File: config.mk
export PLATFORM = sky130hd
export DESIGN_NAME = mac_4bit_seq
export DESIGN_NICKNAME = d
export VERILOG_FILES = /design/src/rtl/mac_4bit_seq.sv
export SDC_FILE = /design/constraint.sdc
export NUM_CORES = 1
export LEC_CHECK = 0
export CELL_PAD_IN_SITES_DETAIL_PLACEMENT = 1
export CELL_PAD_IN_SITES_GLOBAL_PLACEMENT = 1
export CORE_ASPECT_RATIO = 1.2
export CORE_MARGIN = 5
export CORE_UTILIZATION = 25
export CTS_BUF_LIST = sky130_fd_sc_hd__clkbuf_16
export DETAILED_ROUTE_END_ITERATION = 16
export GPL_ROUTABILITY_DRIVEN = 0
export PLACE_DENSITY_LB_ADDON = 0.1
export SYNTH_ARGS = -nofsm -noshare
export SYNTH_HDL_FRONTEND = slang
export SYNTH_SLANG_ARGS = --single-unit
export TNS_END_PERCENT = 100
File: constraint.sdc
create_clock -name MAC_ACC_CLK -period 2.1 [get_ports MAC_ACC_CLK]
set_input_delay 0.42 -clock MAC_ACC_CLK [delete_from_list [all_inputs] [get_ports MAC_ACC_CLK]]
set_output_delay 0.42 -clock MAC_ACC_CLK [all_outputs]
set_load 0.03 [all_outputs]
File: src/rtl/mac_4bit_seq.sv
// mac_4bit_seq: job sequencer for one MAC_4BIT math-unit slice.
// Takes a dot-product job descriptor, streams operand/coefficient beats into
// the MAC, drives its clear/round/clock-enable controls, holds its
// configuration for the job and captures the 4-bit MAC result behind a
// valid/ready handshake.
// Optional feature macro: MAC_4BIT_SEQ_RND_EN (enables the first-beat round
// pre-load instead of a clear when cfg_rnd is set).
module mac_4bit_seq #(
    parameter int NTAP_W = 4
) (
    input  logic              MAC_ACC_CLK,
    input  logic              acc_ff_rst,
    // job request
    input  logic              start,
    input  logic              abort,
    input  logic [NTAP_W-1:0] cfg_ntaps_m1,
    input  logic [5:0]        cfg_out_sel,
    input  logic              cfg_tc,
    input  logic              cfg_sat,
    input  logic              cfg_rnd,
    output logic              busy,
    output logic              err,
    // operand stream
    input  logic              in_valid,
    output logic              in_ready,
    input  logic [3:0]        in_oper,
    input  logic [3:0]        in_coef,
    // result stream
    output logic              res_valid,
    input  logic              res_ready,
    output logic [3:0]        res_data,
    // MAC drive
    output logic              EFPGA_MATHB_CLK_EN,
    output logic              MAC_ACC_CLEAR,
    output logic              MAC_ACC_RND,
    output logic              MAC_ACC_SAT,
    output logic              MAC_TC,
    output logic [5:0]        MAC_OUT_SEL,
    output logic [3:0]        MAC_OPER_DATA,
    output logic [3:0]        MAC_COEF_DATA,
    input  logic [3:0]        MAC_OUT
);

    typedef enum logic [1:0] {
        S_IDLE  = 2'd0,
        S_RUN   = 2'd1,
        S_DRAIN = 2'd2,
        S_DONE  = 2'd3
    } state_t;

    localparam logic [5:0] MAX_SEL = 6'd16;

    state_t            r_state;
    logic [NTAP_W-1:0] r_cnt;
    logic              r_first;
    logic              r_cfg_tc;
    logic              r_cfg_sat;
    logic [5:0]        r_cfg_sel;
    logic [3:0]        r_res_data;
    logic              r_err;

    state_t            w_next;
    logic              w_in_ready;
    logic              w_beat;
    logic              w_accept;
    logic              w_reject;
    logic              w_clear;
    logic              w_rnd;

`ifdef MAC_4BIT_SEQ_RND_EN
    logic              r_cfg_rnd;
`else
    // Rounding is not built in this configuration; the request bit is dropped.
    logic              w_unused_rnd;
    assign w_unused_rnd = cfg_rnd;
`endif

    // State register; abort and reset both land in IDLE.
    always_ff @(posedge MAC_ACC_CLK) begin
        if (acc_ff_rst) begin
            r_state <= S_IDLE;
        end else begin
            r_state <= w_next;
        end
    end

    // Next-state, beat qualification and first-beat clear/round selection.
    always_comb begin
        w_next     = r_state;
        w_in_ready = 1'b0;
        w_beat     = 1'b0;
        w_accept   = 1'b0;
        w_reject   = 1'b0;
        w_clear    = 1'b0;
        w_rnd      = 1'b0;
        case (r_state)
            S_IDLE: begin
                // abort in the same cycle suppresses the start entirely
                if (start && !abort) begin
                    if (cfg_out_sel <= MAX_SEL) begin
                        w_accept = 1'b1;
                        w_next   = S_RUN;
                    end else begin
                        w_reject = 1'b1;
                    end
                end
            end
            S_RUN: begin
                // an aborting cycle neither offers nor applies a beat
                w_in_ready = !abort;
                w_beat     = in_valid && w_in_ready;
                if (abort) begin
                    w_next = S_IDLE;
                end else if (w_beat && (r_cnt == '0)) begin
                    w_next = S_DRAIN;
                end
                if (w_beat && r_first) begin
`ifdef MAC_4BIT_SEQ_RND_EN
                    // the MAC gives CLEAR priority, so never raise both
                    if (r_cfg_rnd) begin
                        w_rnd = 1'b1;
                    end else begin
                        w_clear = 1'b1;
                    end
`else
                    w_clear = 1'b1;
`endif
                end
            end
            S_DRAIN: begin
                w_next = abort ? S_IDLE : S_DONE;
            end
            S_DONE: begin
                if (abort || res_ready) begin
                    w_next = S_IDLE;
                end
            end
            default: begin
                w_next = S_IDLE;
            end
        endcase
    end

    // Job configuration, tap counter, first-beat flag, result and error pulse.
    always_ff @(posedge MAC_ACC_CLK) begin
        if (acc_ff_rst) begin
            r_cnt      <= '0;
            r_first    <= 1'b0;
            r_cfg_tc   <= 1'b0;
            r_cfg_sat  <= 1'b0;
            r_cfg_sel  <= '0;
            r_res_data <= '0;
            r_err      <= 1'b0;
`ifdef MAC_4BIT_SEQ_RND_EN
            r_cfg_rnd  <= 1'b0;
`endif
        end else begin
            r_err <= w_reject;
            if (w_accept) begin
                r_cnt     <= cfg_ntaps_m1;
                r_first   <= 1'b1;
                r_cfg_tc  <= cfg_tc;
                r_cfg_sat <= cfg_sat;
                r_cfg_sel <= cfg_out_sel;
`ifdef MAC_4BIT_SEQ_RND_EN
                r_cfg_rnd <= cfg_rnd;
`endif
            end else if (w_beat) begin
                r_cnt   <= r_cnt - 1'b1;
                r_first <= 1'b0;
            end
            // MAC_OUT has settled on the final accumulator by DRAIN
            if ((r_state == S_DRAIN) && !abort) begin
                r_res_data <= MAC_OUT;
            end
        end
    end

    assign busy      = (r_state != S_IDLE);
    assign err       = r_err;
    assign in_ready  = w_in_ready;
    assign res_valid = (r_state == S_DONE);
    assign res_data  = r_res_data;

    assign EFPGA_MATHB_CLK_EN = w_beat;
    assign MAC_ACC_CLEAR      = w_clear;
    assign MAC_ACC_RND        = w_rnd;
    assign MAC_ACC_SAT        = r_cfg_sat;
    assign MAC_TC             = r_cfg_tc;
    assign MAC_OUT_SEL        = r_cfg_sel;
    // operands only reach the MAC while a job is running
    assign MAC_OPER_DATA      = (r_state == S_RUN) ? in_oper : 4'd0;
    assign MAC_COEF_DATA      = (r_state == S_RUN) ? in_coef : 4'd0;

endmodule
Word-level counts from Yosys, hierarchy flattened
Cells that the tools add are included.

word-level totals
  bits of input ports = 31
  register bits = 20
  output and inout bits = 27
  word-level logic and storage cells = 53

cells by class
  add/sub/neg operators = 1
  reductions and logical operators = 13
  bitwise operators = 2
  $lt $le $gt $ge = 1
  muxes and demuxes = 21
  equality and inequality tests = 7

operator list
  cell                                                             count
  two-way mux 4 bit                                                4
  two-way mux 2 bit                                                6
  two-way mux 1 bit                                                10
  case mux 2 bit (4 select lines)                                  1
  less-or-equal comparator 6 x 5 -> 1 bit (second input constant)  1
  logical AND 1 bit                                                5
  == test 2 bit (second input constant)                            2
  zero test 4 bit                                                  1
  != test 2 bit (second input constant)                            2
  AND reduction 4 bit                                              1
  nonzero test 2 bit                                               2
  subtractor 4 x 1 -> 4 bit (second input constant)                1
  != test 3 bit (second input constant)                            1
  OR reduction 3 bit                                               1
  == test 2 x 1 -> 1 bit (second input constant)                   1
  zero test 2 bit                                                  1
  != test 2 x 1 -> 1 bit (second input constant)                   1
  inverter 1 bit                                                   2
  zero test 1 bit                                                  1
  logical OR 1 bit                                                 1

Logic depth before layout (Yosys ltp)
  depth after elaboration = 6
  gate-level depth with buffers = 6
  gate-level depth less buffers = 6

Worst setup path before layout
OpenSTA, ideal clock, no wires.

  path kind = input -> output
  start point = in in_valid
  end point = out MAC_ACC_CLEAR
  buffers on the path = 1
  setup slack = 0.163 ns
  stages on the path = 3
  data arrival time = 1.517 ns
  cells stage by stage = nor4bb_1 > clkbuf_1 > and2_1

between the ends
  word-level cells in the longest chain between the ends = 4

RTL lines
  item               RTL line  source
  start, declared    24        input logic in_valid,
  logical AND 1 bit  111       w_beat = in_valid && w_in_ready;
  logical AND 1 bit  117       if (w_beat && r_first) begin
  two-way mux 1 bit  117
  two-way mux 1 bit  96        case (r_state)
  end, declared      34        output logic MAC_ACC_CLEAR,

Every way passes these cells.

Worst setup path after layout
  start point = in in_valid
  end point = out EFPGA_MATHB_CLK_EN

between the ends
  word-level cells in the longest chain between the ends = 2

RTL lines
  item               RTL line  source
  logical AND 1 bit  111
  two-way mux 1 bit  96
  end, declared      33        output logic EFPGA_MATHB_CLK_EN,

Every way passes these cells.

==> results <==
[cells in the mapped netlist (2+ instances only)]
master	n	area, um2
sky130_fd_sc_hd__nand2_1	7	26.3
sky130_fd_sc_hd__and2_1	11	68.8
sky130_fd_sc_hd__a21oi_1	5	25.0
sky130_fd_sc_hd__clkbuf_1	2	7.51
sky130_fd_sc_hd__buf_4	2	15.0
sky130_fd_sc_hd__nor2_1	13	48.8
sky130_fd_sc_hd__dfxtp_1	20	400
sky130_fd_sc_hd__inv_1	4	15.0
sky130_fd_sc_hd__nor3_1	4	20.0
sky130_fd_sc_hd__ha_1	2	25.0
sky130_fd_sc_hd__mux2i_1	12	120
[where the power goes]
| part | total, mW | leakage [nW] | internal (mW) | switching, mW |
|---|---|---|---|---|
| clock | 0.381 | 0.0370 | 0.251 | 0.130 |
| sequential | 0.395 | 0.162 | 0.389 | 0.00612 |
| combinational | 0.165 | 0.501 | 0.0941 | 0.0711 |
[state kept, by name, indices dropped and copies added (netlist names)]
name         cells
r_state          2
MAC_OUT_SEL      6
r_first          1
r_cnt            4
MAC_ACC_SAT      1
err              1
res_data         4
MAC_TC           1
[final cells by class]
cell class                      count  area [um2]
Timing Repair Buffer               66         617
Inverter                            4        15.0
Sequential cell                    20         400
Multi-Input combinational cell     75         515
Fill cell                         429        1950
Tap cell                           52        65.1
Clock buffer                        3        75.1
[what timing repair did]
item	CTS	global route
pin swaps	0	1
setup buffers	0	0
gates resized for setup	8	2
hold endpoints to repair	0	0
endpoints found under the setup margin	5	3
[layout by cell type, fill, tap and decap left out, types with 2 or more instances in the layout]
| cell | count |
|---|---|
| sky130_fd_sc_hd__a21oi_1 | 5 |
| sky130_fd_sc_hd__dlygate4sd2_1 | 4 |
| sky130_fd_sc_hd__buf_4 | 18 |
| sky130_fd_sc_hd__nor3_1 | 4 |
| sky130_fd_sc_hd__dfxtp_1 | 20 |
| sky130_fd_sc_hd__nand2_1 | 7 |
| sky130_fd_sc_hd__and2_1 | 11 |
| sky130_fd_sc_hd__clkdlybuf4s50_1 | 41 |
| sky130_fd_sc_hd__mux2i_1 | 12 |
| sky130_fd_sc_hd__dlymetal6s2s_1 | 2 |
| sky130_fd_sc_hd__inv_1 | 4 |
| sky130_fd_sc_hd__ha_1 | 2 |
| sky130_fd_sc_hd__clkbuf_16 | 3 |
| sky130_fd_sc_hd__nor2_1 | 13 |
[routing by layer]
metal	GRT usage [%]	share of wire (%)	wire, um
met1	13.5	40	1200
met2	20.6	49	1460
met3	3.76	9.7	287
met4	3.05	0.67	20
met5	0	0	0
[logic make-up after synthesis]
kind of cell | Yosys count
adder cells (fa/ha/maj) | 2
XOR/XNOR | 2
AO/OA/AOI/OAI | 12
flip-flops | 20
multiplexers | 12
buffers and inverters | 10
AND/OR/NAND/NOR | 46
other | 1
[through the flow]
step / setup TNS, ns / instances
2_1_floorplan: 0 / 105
3_3_place_gp: -0.814 / 217
6_report: 0 / 220
5_1_grt: 0 / 220
3_5_place_dp: -1.36 / 217
4_1_cts: 0 / 220
[final timing paths]
| check | start | endpoint | cells after the start |
|---|---|---|---|
| hold / removal | MAC_OUT_SEL[5] | MAC_OUT_SEL[5] | 1 |
| setup / recovery | in_valid | EFPGA_MATHB_CLK_EN | 5 |
| setup reg to reg | r_state[1] | r_cnt[1] | 5 |
| hold reg to reg | MAC_OUT_SEL[5] | MAC_OUT_SEL[5] | 1 |
==> impl_table.tex <==
\begin{tabular}{lr}
\hline
Metric & Value \\
\hline
\multicolumn{2}{l}{\textbf{CTS}} \\
Number of H-tree branching levels & 1 \\
TritonCTS clock tree & done \\
Buffer type at the clock tree root & sky130\_fd\_sc\_hd\_\_clkbuf\_16 \\
Maximum number of buffers from clock root to sink & 2 \\
Post-CTS clock slew at the launch and capture registers of the worst setup and hold paths & 0.05 ns \\
Hold-fix buffers, CTS & 0 \\
Skew-Pair Late Insertion Delay & 0.25 ns \\
Number of clock sinks seen by CTS & 20 \\
Inserted Clock Buffers & 3 \\
\multicolumn{2}{l}{\textbf{Worst setup path}} \\
Required time at the endpoint of the critical path & 1.68 ns \\
Maximum fanout along the worst path & 8 \\
Delay-heaviest family, CP & buffers and inverters \\
Critical-path cell list & clkdlybuf4s50\_1 > nor4bb\_4 > buf\_4 > buf\_4 > buf\_6 \\
Worst reg2reg setup slack & 0.25 ns \\
Delay contributed by the slowest stage of the critical path & 0.48 ns \\
Most used cell along the critical path & sky130\_fd\_sc\_hd\_\_buf\_4 \\
Worst Path Buf+Inv & 4 \\
Crit. End Element & primary output \\
WS Path Type & input port to primary output \\
Cell with the largest stage delay on the worst path & sky130\_fd\_sc\_hd\_\_clkdlybuf4s50\_1 \\
Critical path arrival & 1.55 ns \\
Critical Path Start Type & input port \\
\multicolumn{2}{l}{\textbf{STA}} \\
Timing-limited maximum frequency & 508 MHz \\
Clock skew & 0.00268 ns \\
Hold slack final & 0.474 ns \\
Post-route minimum period & 1.97 ns \\
Final hold vios & 0 \\
Worst Slack Setup Final & 0.133 ns \\
Final setup violation count & 0 \\
Setup repair after global routing missed its margin & false \\
Period utilisation layout & 93.7\% \\
Max-slew violations & 0 \\
\multicolumn{2}{l}{\textbf{Run}} \\
Number of violations of the max-capacitance limit & 0 \\
\multicolumn{2}{l}{\textbf{Die}} \\
Die span in x & 66.1 um \\
Floorplan row count & 24 \\
Full die area & 5110 um2 \\
Die Ht & 77.3 um \\
Core Box Area & 3630 um2 \\
Top-Level Pins & 58 \\
Starting density of the core & 26.0\% \\
\multicolumn{2}{l}{\textbf{Routing}} \\
Via count of the routed design & 962 \\
DR DRC count & 0 \\
Initial DRT Pass Iterations & 3 \\
Per-cell routed wire length & 13.5 um \\
Total wire length after detailed routing & 2.97 mm \\
Iteration-0 DRC Markers & 15 \\
Via-to-Cell Ratio & 4.37 \\
Number of antenna-violating nets in the routed design & 0 \\
\multicolumn{2}{l}{\textbf{GRT}} \\
Vias in the first global route & 1045 \\
Total global routing track utilization & 11.7\% \\
Initial antenna violation count & 0 \\
Global-route wire length before repair & 4.81 mm \\
Maximum number of pins on one net before global-route repair & 21 \\
Total congestion overflow after global routing & 0 \\
\multicolumn{2}{l}{\textbf{Synthesis}} \\
Number of synthesized register bits & 20 \\
Synth Area in XOR/XNOR & 1.85\% \\
Area fraction in and, or, nand and nor cells after synthesis & 26.5\% \\
Main combinational cell family by area after synthesis & simple AND/OR/NAND/NOR gates \\
Yosys Warn Count & 0 \\
Cell area after synthesis & 945 um2 \\
Average cell area after synthesis & 9.00 um2 \\
Number of flops mapped to enable cells by yosys & 0 \\
Post-synth top flop & sky130\_fd\_sc\_hd\_\_dfxtp\_1 \\
Number of cells produced by synthesis & 105 \\
Nets in the synthesized netlist & 138 \\
Proportion of synthesized flip-flops having asynchronous set or reset & 0\% \\
Adder-cell share of the synthesized area & 2.65\% \\
Share of synthesized area occupied by flip-flops and latches & 42.4\% \\
Post-synthesis compound-gate area fraction & 8.61\% \\
Post-synth cell types & 34 \\
Fraction of synthesized area in multiplexers & 12.7\% \\
\multicolumn{2}{l}{\textbf{Layout}} \\
Area growth, synth to finish & 78.7\% \\
Fin util & 46.5\% \\
Finished Cell Area & 1690 um2 \\
Number of nets at the end of the flow & 203 \\
Fraction of final layout cells with drive strength greater than 1 & 16.7\% \\
ANT cells & 0 \\
\multicolumn{2}{l}{\textbf{Power and ir drop}} \\
Pwr Total & 0.941 mW \\
LEAKAGE & 0.700 nW \\
Worst vdd ir & 0.000331 V \\
Pwr per Cell Area & 558 nW/um2 \\
\multicolumn{2}{l}{\textbf{Place}} \\
Pre-CTS worst setup slack & -0.193 ns \\
Detailed-placement wirelength estimate & 2.39 mm \\
Port Buffers & 55 \\
Post-placement cell area & 1590 um2 \\
\multicolumn{2}{l}{\textbf{Outcome}} \\
Outcome & finished, final reports clean \\
\multicolumn{2}{l}{\textbf{Hold path}} \\
Class of the tightest hold or removal check & flop to flop \\
\hline
\end{tabular}
Note: power is estimated with default switching activity, not from simulation.
